[src/rtl/and_or_pkg.sv]
// Shared types and constants for the and_or sweep sequencer.
// State encoding and the reference truth table of Y = (A & B) | C.
package and_or_pkg;

  typedef enum logic [1:0] {
    IDLE   = 2'd0,
    SETTLE = 2'd1,
    SAMPLE = 2'd2,
    FINISH = 2'd3
  } state_e;

  localparam int         NUM_VECTORS = 8;
  localparam logic [7:0] AND_OR_EXP  = 8'hEA;

endpackage

[src/rtl/and_or_sweep_ctrl_if.sv]
// Control/result bus between the sweep sequencer, the board side
// and the and_or datapath it drives.
interface and_or_sweep_ctrl_if;
  import and_or_pkg::*;

  logic       START;
  logic       Y;
  logic       A;
  logic       B;
  logic       C;
  logic       BUSY;
  logic       DONE;
  logic       PASS;
  logic [3:0] ERR_CNT;
  logic [7:0] FAIL_MASK;

  modport master (
    input  START, Y,
    output A, B, C, BUSY, DONE,
    output PASS, ERR_CNT, FAIL_MASK
  );

  modport slave (
    output START, Y,
    input  A, B, C, BUSY, DONE,
    input  PASS, ERR_CNT, FAIL_MASK
  );

endinterface

[src/rtl/and_or_sweep_ctrl.sv]
// Sweeps all eight {A,B,C} vectors through and_or, samples Y after a
// settle delay and accumulates a fail mask, error count and pass flag.
module and_or_sweep_ctrl
  import and_or_pkg::*;
#(
  parameter int unsigned SETTLE_CYCLES = 2,
  parameter logic [7:0]  EXP_MAP       = AND_OR_EXP
) (
  input logic             CLK,
  input logic             RST,
  and_or_sweep_ctrl_if.master bus
);

  localparam logic [3:0] CNT_LAST = 4'(SETTLE_CYCLES - 1);

  state_e     state_q, state_d;
  logic [2:0] idx_q, idx_d;
  logic [3:0] cnt_q, cnt_d;
  logic [2:0] abc_q, abc_d;
  logic       busy_q, busy_d;
  logic       done_q, done_d;
  logic       pass_q, pass_d;
  logic [3:0] err_q, err_d;
  logic [7:0] mask_q, mask_d;

  always_ff @(posedge CLK or posedge RST) begin
    if (RST) begin
      state_q <= IDLE;
      idx_q   <= '0;
      cnt_q   <= '0;
      abc_q   <= '0;
      busy_q  <= 1'b0;
      done_q  <= 1'b0;
      pass_q  <= 1'b0;
      err_q   <= '0;
      mask_q  <= '0;
    end else begin
      state_q <= state_d;
      idx_q   <= idx_d;
      cnt_q   <= cnt_d;
      abc_q   <= abc_d;
      busy_q  <= busy_d;
      done_q  <= done_d;
      pass_q  <= pass_d;
      err_q   <= err_d;
      mask_q  <= mask_d;
    end
  end

  always_comb begin
    state_d = state_q;
    idx_d   = idx_q;
    cnt_d   = cnt_q;
    pass_d  = pass_q;
    err_d   = err_q;
    mask_d  = mask_q;
    unique case (state_q)
      IDLE: begin
        if (bus.START) begin
          idx_d   = '0;
          cnt_d   = '0;
          mask_d  = '0;
          err_d   = '0;
          pass_d  = 1'b0;
          state_d = SETTLE;
        end
      end
      SETTLE: begin
        cnt_d = cnt_q + 4'd1;
        if (cnt_q == CNT_LAST) state_d = SAMPLE;
      end
      SAMPLE: begin
        if (bus.Y != EXP_MAP[idx_q]) begin
          mask_d[idx_q] = 1'b1;
          err_d         = err_q + 4'd1;
        end
        // pass is resolved here so it is valid alongside DONE
        if (idx_q == 3'd7) begin
          state_d = FINISH;
          pass_d  = (err_d == 4'd0);
        end else begin
          idx_d   = idx_q + 3'd1;
          cnt_d   = '0;
          state_d = SETTLE;
        end
      end
      FINISH: state_d = IDLE;
      default: state_d = IDLE;
    endcase
  end

  // outputs are registered from the next state so they align with it
  always_comb begin
    busy_d = (state_d == SETTLE) || (state_d == SAMPLE);
    abc_d  = busy_d ? idx_d : 3'd0;
    done_d = (state_d == FINISH);
  end

  assign bus.A         = abc_q[2];
  assign bus.B         = abc_q[1];
  assign bus.C         = abc_q[0];
  assign bus.BUSY      = busy_q;
  assign bus.DONE      = done_q;
  assign bus.PASS      = pass_q;
  assign bus.ERR_CNT   = err_q;
  assign bus.FAIL_MASK = mask_q;

endmodule
[src/flat_wrapper.sv]
// flat-port wrapper written by rule: the top's interface ports become plain ports
module and_or_sweep_ctrl_flat import and_or_pkg::*;
#(
  parameter int unsigned SETTLE_CYCLES = 2,
  parameter logic [7:0]  EXP_MAP       = AND_OR_EXP
)
  (CLK, RST, bus_START, bus_Y, bus_A, bus_B, bus_C, bus_BUSY, bus_DONE, bus_PASS, bus_ERR_CNT, bus_FAIL_MASK);
  and_or_sweep_ctrl_if bus_i ();
  input logic CLK;
  input logic RST;
  input wire logic [$bits(bus_i.START)-1:0] bus_START;
  input wire logic [$bits(bus_i.Y)-1:0] bus_Y;
  output wire logic [$bits(bus_i.A)-1:0] bus_A;
  output wire logic [$bits(bus_i.B)-1:0] bus_B;
  output wire logic [$bits(bus_i.C)-1:0] bus_C;
  output wire logic [$bits(bus_i.BUSY)-1:0] bus_BUSY;
  output wire logic [$bits(bus_i.DONE)-1:0] bus_DONE;
  output wire logic [$bits(bus_i.PASS)-1:0] bus_PASS;
  output wire logic [$bits(bus_i.ERR_CNT)-1:0] bus_ERR_CNT;
  output wire logic [$bits(bus_i.FAIL_MASK)-1:0] bus_FAIL_MASK;
  assign bus_i.START = bus_START;
  assign bus_i.Y = bus_Y;
  assign bus_A = bus_i.A;
  assign bus_B = bus_i.B;
  assign bus_C = bus_i.C;
  assign bus_BUSY = bus_i.BUSY;
  assign bus_DONE = bus_i.DONE;
  assign bus_PASS = bus_i.PASS;
  assign bus_ERR_CNT = bus_i.ERR_CNT;
  assign bus_FAIL_MASK = bus_i.FAIL_MASK;
  and_or_sweep_ctrl #(.SETTLE_CYCLES(SETTLE_CYCLES), .EXP_MAP(EXP_MAP)) u_core (.CLK(CLK), .RST(RST), .bus(bus_i));
endmodule
[config.mk]
export PLATFORM = sky130hd
export DESIGN_NAME = and_or_sweep_ctrl_flat
export DESIGN_NICKNAME = d
export VERILOG_FILES = /design/src/rtl/and_or_pkg.sv /design/src/rtl/and_or_sweep_ctrl_if.sv /design/src/rtl/and_or_sweep_ctrl.sv /design/src/flat_wrapper.sv
export SDC_FILE = /design/constraint.sdc
export NUM_CORES = 1
export LEC_CHECK = 0
export BUFFER_PORTS_ARGS = -buffer_cell sky130_fd_sc_hd__buf_4
export CAP_MARGIN = 20
export CORE_ASPECT_RATIO = 1.25
export CORE_MARGIN = 5
export CORE_UTILIZATION = 50
export CTS_BUF_LIST = sky130_fd_sc_hd__clkbuf_4
export DETAILED_ROUTE_END_ITERATION = 6
export GPL_ROUTABILITY_DRIVEN = 1
export PLACE_DENSITY = 0.7
export SYNTH_ARGS = -nofsm -noshare
export SYNTH_HDL_FRONTEND = slang
export SYNTH_SLANG_ARGS = --single-unit
[constraint.sdc]
create_clock -name CLK -period 2.02 [get_ports CLK]
set_input_delay 0.101 -clock CLK [delete_from_list [all_inputs] [get_ports CLK]]
set_output_delay 0.101 -clock CLK [all_outputs]
set_load 0.03 [all_outputs]
# == Word-level counts from Yosys, hierarchy flattened ==
# Memories as Yosys holds them, arrays and structs flattened.
# Index checks and enable logic that the tools add are counted.
# op_classes
n_addsub,3
order_cmp,2
eq_ne,13
muxes,23
bitwise_logic,1
reduce_logical,10
# op_table
cell,count
4-bit 2-to-1 mux,4
8-bit 2-to-1 mux,2
8-bit case mux with 2 select lines,1
4-bit case mux with 3 select lines,1
3-bit 2-to-1 mux,3
3-bit AND reduction,3
"4-bit by 1-bit adder with 4-bit output, second input constant",2
"2-bit equality test, second input constant",4
8-bit bitwise OR,1
2-bit case mux with 4 select lines,1
4-bit case mux with 2 select lines,1
2-bit 2-to-1 mux,3
3-bit case mux with 2 select lines,1
"2-bit by 1-bit equality test with 1-bit output, second input constant",2
"4-bit by 1-bit equality test with 1-bit output, second input constant",1
4-bit logical NOT,1
"3-bit by 4-bit less-than comparator with 1-bit output, second input constant",1
1-bit 2-to-1 mux,4
"2-bit by 1-bit inequality test with 1-bit output, second input constant",2
"2-bit inequality test, second input constant",2
"3-bit by 1-bit adder with 3-bit output, second input constant",1
1-bit demux with 3-bit select,1
"3-bit equality test, second input constant",1
"3-bit by 1-bit greater-or-equal comparator with 1-bit output, second input constant",1
other kinds (8),8
# word_totals
ff_bits,27
rom_bits,8
inputBits,4
out_inout_bits,18
wordCells,62
n_memories,1
# mem_list
name,words,width,rd,rd_clocked_by_memory_dff,write_ports,line_no,rtl
(name not given),8,1,1,0,0,and_or_sweep_ctrl.sv:73,if (bus.Y != EXP_MAP[idx_q]) begin

# == Depth between registers and ports, before layout ==
# Gate-level depths: netlist of run 1.
# depth
ltp_word,8
ltp_mapped,6
ltp_nobuf,6

# == Worst setup path before layout of run 1 ==
# OpenSTA, ideal clock, no wires.
# synth_path
path_type,register -> register
start,register u_core.idx_q[1]
end,"register u_core.pass_q, in the netlist u_core.bus.PASS"
t_arrival_ns,1.718
path_slack_ns,0.221
stages_incl_launch_ff,7
n_path_buf,0
synth_period_minus_slack_ns,1.799
cell_sequence,dfrtp_1 > inv_1 > ha_1 > and2_4 > o21a_4 > or4_1 > o211ai_2
# synth_between
elab_chain_cells,8
elab_cells_between_ends,11
# synth_rtl
element,line_no,rtl
"start, declared",and_or_sweep_ctrl.sv:17,"logic [2:0] idx_q, idx_d;"
"start signal, assigned",and_or_sweep_ctrl.sv:39,idx_q <= idx_d;
memory 8 x 1 bit,-,
1-bit 2-to-1 mux (not written as such),and_or_sweep_ctrl.sv:73,
1-bit inequality test,and_or_sweep_ctrl.sv:73,
4-bit 2-to-1 mux,and_or_sweep_ctrl.sv:73,
4-bit 2-to-1 mux,and_or_sweep_ctrl.sv:57,unique case (state_q)
4-bit logical NOT,and_or_sweep_ctrl.sv:80,pass_d = (err_d == 4'd0);
1-bit 2-to-1 mux,and_or_sweep_ctrl.sv:78,if (idx_q == 3'd7) begin
1-bit case mux with 2 select lines,and_or_sweep_ctrl.sv:57,
"end signal, assigned",and_or_sweep_ctrl.sv:44,pass_q <= pass_d;
"end, declared",and_or_sweep_ctrl.sv:22,"logic pass_q, pass_d;"
# Parallel ways exist; a longest one is shown, timed or not. The select of a mux whose other input is x is not followed.
# A chain may end at the register's enable or synchronous reset.

# == Worst setup path after layout of run 1 ==
# layout_path
start,register u_core.idx_q[0]
end,"register u_core.err_q[3], in the netlist u_core.bus.ERR_CNT[3]"
# layout_between
elab_chain_cells,6
# layout_rtl
element,line_no,rtl
memory 8 x 1 bit,-,
1-bit 2-to-1 mux (not written as such),and_or_sweep_ctrl.sv:73,
1-bit inequality test,and_or_sweep_ctrl.sv:73,
4-bit 2-to-1 mux,and_or_sweep_ctrl.sv:73,
4-bit 2-to-1 mux,and_or_sweep_ctrl.sv:57,
4-bit case mux with 2 select lines,and_or_sweep_ctrl.sv:57,
"end signal, assigned",and_or_sweep_ctrl.sv:45,err_q <= err_d;
"end, declared",and_or_sweep_ctrl.sv:23,"logic [3:0] err_q, err_d;"
# No other way between the ends. The select of a mux whose other input is x is not followed.

==> results of run 1 <==
[power breakdown]
group          switching (µW)  internal (µW)
combinational             503            321
sequential                127            660
clock                     148           74.1
total                     778           1060
[cell families (layout without fill, tap and decap cells)]
kind of cell             count (synthesis)  count (layout)
buffers and inverters                   11              39
flip-flops                              27              27
AND/OR/NAND/NOR                         53              53
XOR/XNOR                                 2               2
multiplexers                             3               3
AO/OA/AOI/OAI                           38              38
adder cells (fa/ha/maj)                  6               6
[tightest hold or removal path, cell delays in order]
cell and delay, ns:
buf_4 0.11, o21bai_1 0.09, o21ai_0 0.11
[cell type report]
type                            count  area (µm²)
Clock buffer                        3        22.5
Clock inverter                      1        5.00
Fill cell                         237        1020
Inverter                            8        30.0
Multi-Input combinational cell    102         678
Sequential cell                    27         676
Tap cell                           34        42.5
Timing Repair Buffer               27         205
[sequential cells by signal, summed over array words and instances (netlist names)]
signal and count:
u_core.bus.DONE 1, u_core.bus.ERR_CNT 4, u_core.bus.FAIL_MASK 8, u_core.abc_q 3, u_core.state_q 2, u_core.bus.BUSY 1
u_core.idx_q 3, u_core.bus.PASS 1, u_core.cnt_q 4
[metal layers]
layer | share of wire (%) | wire length [µm] | vias up | global-route usage [%]
met3 | 3.9 | 117 | 7 | 2.05
met1 | 40 | 1200 | 559 | 18.8
li1 | - | - | 561 | -
met4 | 2.2 | 66 | 0 | 7.73
met2 | 54 | 1610 | 25 | 30.6
met5 | 0 | 0 | - | 0
[final timing paths]
path	slack, ns	cells past startpoint	to
min	0.13	3	u_core.state_q[0]$_DFF_PP0_
max in group asynchronous	1.38	4	u_core.bus.FAIL_MASK[6]$_DFFE_PP0P_
max	0.15	6	u_core.bus.ERR_CNT[3]$_DFFE_PP0P_
min reg2reg	0.50	1	u_core.cnt_q[3]$_DFFE_PP0P_
max reg2reg	0.15	6	u_core.bus.ERR_CNT[3]$_DFFE_PP0P_
min in group asynchronous	0.38	4	u_core.cnt_q[3]$_DFFE_PP0P_
[synth_stat cells (all sizes together) (3+ instances only)]
library cell | count | area [µm²]
nor2 | 14 | 55.1
and2 | 7 | 46.3
dfrtp | 27 | 676
nor3 | 6 | 35.0
a41oi | 4 | 35.0
and3 | 3 | 18.8
mux2i | 3 | 30.0
nand2 | 12 | 45.0
o21ai | 10 | 50.1
a21oi | 3 | 15.0
ha | 6 | 75.1
nand3 | 4 | 20.0
inv | 8 | 30.0
o21a | 5 | 45.0
o211ai | 4 | 35.0
nand2b | 3 | 18.8
[metrics by stage]
| step | utilization (%) | instances | power [µW] | cell area, µm² |
|---|---|---|---|---|
| 2_1_floorplan | - | 140 | 1330 | 1400 |
| 3_3_place_gp | 60.5 | 197 | 1590 | 1620 |
| 3_5_place_dp | 60.5 | 197 | 1630 | 1620 |
| 4_1_cts | 61.9 | 202 | 1860 | 1660 |
| 5_1_grt | 61.9 | 202 | 2000 | 1660 |
| 6_report | 61.9 | 202 | 1830 | 1660 |
==> metrics.md, run 1 <==
| Metric | Value |
|---|---|
| Status | finished clean |
| Hold WS | 0.129 ns |
| Simple-Gate Fraction of Synth Area | about a fifth |
| R2r startpoint | u_core.idx_q[0]$_DFF_PP0_ |
| Cell area after synthesis | about 1400 µm² |
| Vias in the first global route | 1206 |
| Peak supply drop | ~0.0006 V |
| GRT Total Usage | 16.8% |
| Cell variety after synth | 37 |
| CP Launch Type | register |
| Slowest stage cell, crit path | dfrtp_1 |
| Worst-path cell chain | inv_1 -> ha_1 -> and2_4 -> nor3_2 -> o21ai_0 -> a311o_1 |
| Commonest non-fill, non-tap cells in the layout | 27 x dfrtp_1, 26 x buf_4, 13 x nor2_1 |
| Slew Viols, Final | 0 |
| TritonCTS clock tree | done |
| Post-synth top flop | dfrtp_1 |
| CTS H-tree lvls | 1 |
| Yosys reg bits | 27 |
| Most common cell after layout, fill and taps aside | dfrtp_1 |
| Worst Skew | approximately 0.0039 ns |
| Synth Net Count | 150 |
| Xor and xnor area share after synthesis | 1.25% |
| Vias per inst | 5.70 |
| Yosys Warn Count | 0 |
| CTS buffer count | 3 |
| Part of the cycle the worst path needs | approximately 90% |
| Lkg Pwr | 0.000806 µW |
| Hold buffers post-CTS | 1 |
| Setup TNS | 0 ns |
| Antenna diodes | 0 |
| Row count | 21 |
| Post-Syn Area per Cell | 9.98 µm² |
| Core Region | about 2700 µm² |
| Maximum clock rate | roughly 540 MHz |
| PortBufs | 21 |
| Postcts setup bufs | 0 |
| DRC | 0 |
| MaxCap Viol Count | 0 |
| Die area | roughly 4000 µm² |
| Grt total ovfl | 0 |
| # nets final | 179 |
| Initial antenna violation count | 0 |
| Height of the die | 69.1 µm |
| Pre-CTS setup slack | between 0.15 and 0.2 ns |
| Routability cong. | 0.807 |
| Initial drt markers | 38 |
| Max incr delay on CP | 0.44 ns |
| Root buf cell | clkbuf_4 |
| Hold Startpoint | bus_START |
| CP required | 2.23 ns |
| Critical Path Source | u_core.idx_q[0]$_DFF_PP0_ |
| Initial DRT Pass Iterations | 4 |
| CTS sink cnt | 27 |
| Async set-reset flop share out of synthesis | 100% |
| Vias | 1152 |
| Max FO, Critical Path | 8 |
| Die width | 57.3 µm |
| Final wirelength | 3.00 mm |
| Gate Count Post-Synth | 140 |
| CP Buf/Inv Count | 1 |
| IO Pins | 22 |
| Crit path time final | 1.87 ns |
| PnR worst setup slack | 0.152 ns |
| Pwr per Cell Area | 1110 nW/µm² |
| Layout cell share with drive strength beyond 1 | 22.6% |
| EDFF count, synth | 0 |
| Largest family of logic cells by synthesized area | compound AO/OA/AOI/OAI gates |
| CP arrival | 2.08 ns |
| Critical path class | register to register |
| Antenna viol nets, final | 0 |
| Largest net degree at the start of global routing | 28 |
| RSZ-0062 raised after global routing | false |
| Synth Area in Adders | ~5.4% |
| Worst skew pair latency | roughly 0.32 ns |
| Final Hold Viols | 0 |
| Worst path top cell family by delay | simple AND/OR/NAND/NOR gates |
| Post-synthesis sequential area ratio | around half |
| Initial core utilization | a little over half |
| Post-synthesis compound-gate area fraction | 20.0% |
| Post_cts resized | 0 |
| Relative slew slack | 68.2% |
| Worst hold path type | input port to register |
| Wire per inst | 14.8 µm |
| Multiplexer area fraction after synthesis | 2.15% |
| CP endpoint kind | register |
| First-pass GRT wire length | 5.29 mm |
| Clock Path Buffers | 2 |
| Clock Pin Slew Worst Setup and Hold Paths | roughly 0.13 ns |
| Finish-stage setup viols | 0 |
| Layout area overhead | 18.7% |
| Slew @ Worst Pin | roughly 0.48 ns |
| Post-detail-place hpwl | 2.30 mm |
No activity file was read; power rests on OpenSTA's default activity.
==> run 2: changes to the inputs <==
MAX_ROUTING_LAYER = met4   (was unset)
==> run 2 against run 1 <==
Non-clock buffer count did not move. Clock power barely moved. Worst hold slack got worse by 0.0010 ns. Sequential power barely moved. Flip-flop and latch count did not move. Global-route usage rose by 0.46 points. Clock-buffer cell count did not move. Critical endpoint unchanged. Largest cell class unchanged. Highest routed layer unchanged.
==> metrics.md, run 2 (synthesis gave the netlist of run 1 again) <==
| Metric | Value |
|---|---|
| Vias | 1167 (was 1152) |
| Largest net degree at the start of global routing | 28 (unchanged) |
| First-pass GRT wire length | 5.28 mm (was 5.29 mm) |
| Initial DRT Pass Iterations | 4 (unchanged) |
| RSZ-0062 raised after global routing | false (unchanged) |
| # nets final | 179 (unchanged) |
| Lkg Pwr | 0.000806 µW (unchanged) |
| Final Hold Viols | 0 (unchanged) |
| CTS H-tree lvls | 1 (unchanged) |
| Antenna diodes | 0 (unchanged) |
| Part of the cycle the worst path needs | 93.4% (was 92.5%) |
| Setup TNS | 0 ns (unchanged) |
| Initial antenna violation count | 0 (unchanged) |
| Worst hold path type | input port to register (unchanged) |
| Pwr per Cell Area | 1110 nW/µm² (about the same) |
| Worst Skew | 0.00467 ns (was 0.00393 ns) |
| Worst skew pair latency | 0.31 ns (was 0.32 ns) |
| Area after DPL | 1620 µm² (unchanged) |
| Peak supply drop | 0.000610 V (was 0.000609 V) |
| Row count | 21 (unchanged) |
| Fillers | 237 (unchanged) |
| TritonCTS clock tree | done (unchanged) |
| Final instance area | 1660 µm² (unchanged) |
| Layout area overhead | 18.7% (unchanged) |
| Routability cong. | 0.819 (was 0.807) |
| Final wirelength | 3.04 mm (was 3.00 mm) |
| CTS sink cnt | 27 (unchanged) |
| Vias per inst | 5.78 (was 5.70) |
| Critical path class | register to register (unchanged) |
| CP Launch Type | register (unchanged) |
| Hold WS | 0.128 ns (was 0.129 ns) |
| Wire per inst | 15.1 µm (was 14.8 µm) |
| Max FO, Critical Path | 8 (unchanged) |
| Height of the die | 69.1 µm (unchanged) |
| Status | finished clean (unchanged) |
| Slew Viols, Final | 0 (unchanged) |
| MaxCap Viol Count | 0 (unchanged) |
| Slew @ Worst Pin | 0.471 ns (was 0.477 ns) |
| Vias in the first global route | 1207 (was 1206) |
| PortBufs | 21 (unchanged) |
| Maximum clock rate | 530 MHz (was 535 MHz) |
| Core Region | 2680 µm² (unchanged) |
| Layout cell share with drive strength beyond 1 | 22.6% (unchanged) |
| CTS buffer count | 3 (unchanged) |
| Final Util | 61.9% (unchanged) |
| Grt total ovfl | 0 (unchanged) |
| Commonest non-fill, non-tap cells in the layout | 27 x dfrtp_1, 26 x buf_4, 13 x nor2_1 (unchanged) |
| CP endpoint kind | register (unchanged) |
| IO Pins | 22 (unchanged) |
| Initial drt markers | 35 (was 38) |
| GRT Total Usage | 17.3% (was 16.8%) |
| Initial core utilization | 52.1% (unchanged) |
| Die width | 57.3 µm (unchanged) |
| Finish-stage setup viols | 0 (unchanged) |
| Die area | 3960 µm² (unchanged) |
| Most common cell after layout, fill and taps aside | dfrtp_1 (unchanged) |
| Max reg flops | 8 (unchanged) |
| DRC | 0 (unchanged) |
| Post-detail-place hpwl | 2.30 mm (unchanged) |
| CP required | 2.23 ns (about the same) |
| Clock Pin Slew Worst Setup and Hold Paths | 0.14 ns (was 0.13 ns) |
| CP arrival | 2.10 ns (was 2.08 ns) |
| Relative slew slack | 68.6% (was 68.2%) |
| Crit path time final | 1.89 ns (was 1.87 ns) |
| Root buf cell | clkbuf_4 (unchanged) |
| Clock Path Buffers | 2 (unchanged) |
| Antenna viol nets, final | 0 (unchanged) |
run 2: what timing repair did:
action                                 CTS  global route
hold buffers                             1             0
setup buffers                            0             0
resized for setup                        0             0
endpoints found under the hold margin   27             0
run 2: critical path, stage by stage, from the launching register on:
cell and delay [ns]:
dfrtp_1 0.46, inv_1 0.07, ha_1 0.23, and2_4 0.18
nor3_2 0.36, o21ai_0 0.13, a311o_1 0.36
run 2: final timing paths:
kind | start | end | slack (ns) | depth (start not counted)
min reg2reg | u_core.cnt_q[3]$_DFFE_PP0P_ | u_core.cnt_q[3]$_DFFE_PP0P_ | 0.49 | 1
min | bus_START | u_core.state_q[0]$_DFF_PP0_ | 0.13 | 3
min in group asynchronous | RST | u_core.cnt_q[3]$_DFFE_PP0P_ | 0.38 | 4
max | u_core.idx_q[0]$_DFF_PP0_ | u_core.bus.ERR_CNT[3]$_DFFE_PP0P_ | 0.13 | 6
max reg2reg | u_core.idx_q[0]$_DFF_PP0_ | u_core.bus.ERR_CNT[3]$_DFFE_PP0P_ | 0.13 | 6
max in group asynchronous | RST | u_core.bus.FAIL_MASK[6]$_DFFE_PP0P_ | 1.38 | 4
run 2: routing by layer:
| metal | up-vias | wire length [µm] | track usage [%] |
|---|---|---|---|
| met5 | - | 0 | - |
| met4 | 0 | 44 | 7.73 |
| met3 | 4 | 142 | 2.05 |
| met2 | 38 | 1650 | 30.6 |
| met1 | 563 | 1210 | 18.8 |
| li1 | 562 | - | - |
run 2: layout make-up:
| type | count | area (µm²) | share of cell area [%] |
|---|---|---|---|
| multi-input cells | 102 | 678 | 40.9 |
| flip-flops and latches | 27 | 676 | 40.7 |
| repair buffers | 27 | 205 | 12.4 |
| well taps | 34 | 42.5 | 2.56 |
| inverters | 8 | 30.0 | 1.81 |
| clock buffers | 3 | 22.5 | 1.36 |
| clock inverters | 1 | 5.00 | 0.302 |
run 2: metrics by stage:
step                std cells  setup slack [ns]  power [µW]
finish                    202             0.134        1840
global route              202            0.0496        2000
CTS                       202             0.143        1860
detailed placement        197             0.165        1630
global placement          197             0.243        1590
floorplan                 140             0.221        1330
run 2: power by group:
part	switching, µW	leakage [µW]	total, µW	internal (µW)
clock network	147	0.0000177	221	74.1
registers	130	0.000366	790	660
logic	507	0.000422	828	321
==> run 3: changes to the inputs <==
ABC_AREA = 1   (was unset)
RECOVER_POWER = 50   (was unset)
SKIP_LAST_GASP = 1   (was unset)
==> run 3 against run 2 <==
Critical path depth is 2 higher. Utilization is 2.8 points lower. Worst hold slack better by 0.010 ns. First-iteration DRC count is 31% lower. Clock power is 3% higher. Critical endpoint is now u_core.abc_q[2]$_DFF_PP0_.
==> metrics.md, run 3 <==
| Metric | Value |
|---|---|
| Vias in the first global route | 1103 (was 1207) |
| Count leader, synth | nand2_1 (was dfrtp_1) |
| Lkg Pwr | 0.000827 µW (was 0.000806 µW) |
| Most common cell after layout, fill and taps aside | nand2_1 (was dfrtp_1) |
| Root buf cell | clkbuf_4 (unchanged) |
| Layout area overhead | 16.1% (was 18.7%) |
| Post-synthesis sequential area ratio | 50.5% (was 48.3%) |
| CP endpoint kind | register (unchanged) |
| Relative slew slack | 4.86% (was 68.6%) |
| Pwr per Cell Area | 1090 nW/µm² (was 1110 nW/µm²) |
| Core Region | 2630 µm² (was 2680 µm²) |
| TritonCTS clock tree | done (unchanged) |
| Die area | 3820 µm² (was 3960 µm²) |
| CP arrival | 2.07 ns (was 2.10 ns) |
| GRT Total Usage | 15.3% (was 17.3%) |
| Top cell type by total area after synthesis | dfrtp_1 (unchanged) |
| Max FO, Critical Path | 6 (was 8) |
| Postcts setup bufs | 0 (unchanged) |
| Initial drt markers | 24 (was 35) |
| Largest net degree at the start of global routing | 28 (unchanged) |
| Synth Net Count | 174 (was 150) |
| Critical path class | register to register (unchanged) |
| Vias | 1119 (was 1167) |
| Top cells by instance count after synthesis | 44 x nand2_1, 30 x inv_1, 27 x dfrtp_1, 12 x nand3_1, 11 x a21oi_1 (was 27 x dfrtp_1, 13 x nor2_1, 12 x nand2_1, 10 x o21ai_0, 8 x inv_1) |
| Yosys top cell area share | 50.5% (was 48.3%) |
| RSZ-0062 raised after global routing | false (unchanged) |
| CTS buffer count | 3 (unchanged) |
| Post-detail-place hpwl | 2.05 mm (was 2.30 mm) |
| Worst hold path type | input port to register (unchanged) |
| Worst Skew | 0.0103 ns (was 0.00467 ns) |
| Cell area after synthesis | 1340 µm² (was 1400 µm²) |
| Part of the cycle the worst path needs | 90.3% (was 93.4%) |
| CTS H-tree lvls | 1 (unchanged) |
| Commonest non-fill, non-tap cells in the layout | 44 x nand2_1, 30 x inv_1, 27 x dfrtp_1 (was 27 x dfrtp_1, 26 x buf_4, 13 x nor2_1) |
| Clock Path Buffers | 2 (unchanged) |
| Post-synthesis compound-gate area fraction | 9.26% (was 20.0%) |
| Slowest stage cell, crit path | dfrtp_1 (unchanged) |
| Simple-Gate Fraction of Synth Area | 24.3% (was 19.8%) |
| Final wirelength | 2.61 mm (was 3.04 mm) |
| Slew Viols, Final | 0 (unchanged) |
| Vias per inst | 4.95 (was 5.78) |
| Final instance area | 1550 µm² (was 1660 µm²) |
| Gate Count Post-Synth | 164 (was 140) |
| Yosys Warn Count | 0 (unchanged) |
| Reg2Reg Setup Slack | 0.20 ns (was 0.13 ns) |
| EDFF count, synth | 0 (unchanged) |
| Synth area leaders | dfrtp_1 51%, nand2_1 12%, inv_1 8.4% (was dfrtp_1 48%, ha_1 5.4%, o21ai_0 3.6%) |
| Crit path time final | 1.82 ns (was 1.89 ns) |
| Initial antenna violation count | 0 (unchanged) |
| Wire per inst | 11.5 µm (was 15.1 µm) |
| Finish-stage setup viols | 0 (unchanged) |
| MaxCap Viol Count | 0 (unchanged) |
| Post_cts resized | 0 (unchanged) |
| Peak supply drop | 0.000774 V (was 0.000610 V) |
| Antenna viol nets, final | 0 (unchanged) |
| Worst skew pair latency | 0.32 ns (was 0.31 ns) |
| Layout cell share with drive strength beyond 1 | 13.0% (was 22.6%) |
| IO Pins | 22 (unchanged) |
| Slew @ Worst Pin | 1.43 ns (was 0.471 ns) |
| Cell variety after synth | 20 (was 37) |
| Async set-reset flop share out of synthesis | 100% (unchanged) |
| Synth Area in Adders | 5.61% (was 5.37%) |
| Routability cong. | 0.835 (was 0.819) |
| Area after DPL | 1550 µm² (was 1620 µm²) |
| Post-synth top flop | dfrtp_1 (unchanged) |
| CTS sink cnt | 27 (unchanged) |
| Worst-path cell chain | ha_1 -> nand2_1 -> inv_1 -> nand2_1 -> o21ai_0 -> ha_1 -> inv_1 -> nor3_1 (was inv_1 -> ha_1 -> and2_4 -> nor3_2 -> o21ai_0 -> a311o_1) |
| Post-Syn Area per Cell | 8.16 µm² (was 9.98 µm²) |
| First-pass GRT wire length | 4.49 mm (was 5.28 mm) |
| CP Launch Type | register (unchanged) |
| Max incr delay on CP | 0.47 ns (was 0.46 ns) |
| Clock Pin Slew Worst Setup and Hold Paths | 0.14 ns (about the same) |
| PortBufs | 21 (unchanged) |
| Height of the die | 67.8 µm (was 69.1 µm) |
| DRC | 0 (unchanged) |
| Initial DRT Pass Iterations | 4 (unchanged) |
| Antenna diodes | 0 (unchanged) |
| Initial core utilization | 50.9% (was 52.1%) |
| Final Hold Viols | 0 (unchanged) |
| Setup TNS | 0 ns (unchanged) |
| Maximum clock rate | 548 MHz (was 530 MHz) |
| Largest family of logic cells by synthesized area | simple AND/OR/NAND/NOR gates (was compound AO/OA/AOI/OAI gates) |
| Max reg flops | 8 (unchanged) |
| Xor and xnor area share after synthesis | 1.31% (was 1.25%) |
| Grt total ovfl | 0 (unchanged) |
| Row count | 21 (unchanged) |
| CP required | 2.26 ns (was 2.23 ns) |
| Yosys reg bits | 27 (unchanged) |
| Hold buffers post-CTS | 1 (unchanged) |
| # nets final | 203 (was 179) |
| Multiplexer area fraction after synthesis | 0% (was 2.15%) |
| Status | finished clean (unchanged) |
| Die width | 56.3 µm (was 57.3 µm) |
-- run 3: worst paths after layout --
kind | cells after the start | endpoint | start
setup / recovery | 8 | u_core.abc_q[2]$_DFF_PP0_ | u_core.idx_q[1]$_DFF_PP0_
hold / removal | 4 | u_core.bus.PASS$_DFFE_PP0P_ | bus_START
setup reg to reg | 8 | u_core.abc_q[2]$_DFF_PP0_ | u_core.idx_q[1]$_DFF_PP0_
hold reg to reg | 2 | u_core.bus.FAIL_MASK[5]$_DFFE_PP0P_ | u_core.bus.FAIL_MASK[5]$_DFFE_PP0P_
max in group asynchronous | 4 | u_core.bus.ERR_CNT[1]$_DFFE_PP0P_ | RST
min in group asynchronous | 4 | u_core.cnt_q[2]$_DFFE_PP0P_ | RST
-- run 3: worst max-delay path, delay by kind of cell (launching register included) --
| family | cells | cell delay [ns] |
|---|---|---|
| AOI/OAI and AO/OA | 1 | 0.12 |
| adders and majority gates | 2 | 0.55 |
| buffers and inverters | 2 | 0.15 |
| DFF | 1 | 0.47 |
| and+or+nand+nor | 3 | 0.45 |
-- run 3: routing by layer --
layer | GRT usage (%) | part of all wire [%] | vias up
met5 | - | 0 | -
met4 | 5.93 | 0.46 | 0
met3 | 1.89 | 2.6 | 2
met2 | 28.4 | 53 | 15
met1 | 16.8 | 44 | 532
li1 | - | - | 570
-- run 3: area by class of cell --
cell class	count	area [µm²]
fill	250	1070
sequential	27	676
multi-input combinational	105	542
timing repair buffer	24	145
inverter	32	120
tap	34	42.5
clock buffer	3	22.5
clock inverter	1	5.00
-- run 3: per-stage QoR --
step                      util, %  hold slack [ns]  instances  total power [µW]  setup WS, ns
final                        59.1            0.138        226              1700         0.195
after global routing         59.1            0.146        226              1850        0.0648
after detailed placement     59.1            0.190        221              1520         0.272
after global placement       59.1            0.180        221              1500         0.362
after CTS                    60.5            0.119        226              1750         0.233
after floorplan                 -            0.154        164              1280         0.460
-- run 3: report_power, final --
group / total (µW) / internal, µW / switching, µW
combinational: 712 / 222 / 490
sequential: 757 / 660 / 96.5
clock: 227 / 74.1 / 153
-- run 3: cells by family after synthesis --
| family | count (synthesis) |
|---|---|
| xor+xnor | 2 |
| flops | 27 |
| fa+ha+maj | 6 |
| buf+inv | 32 |
| compound gates | 22 |
| simple gates | 75 |
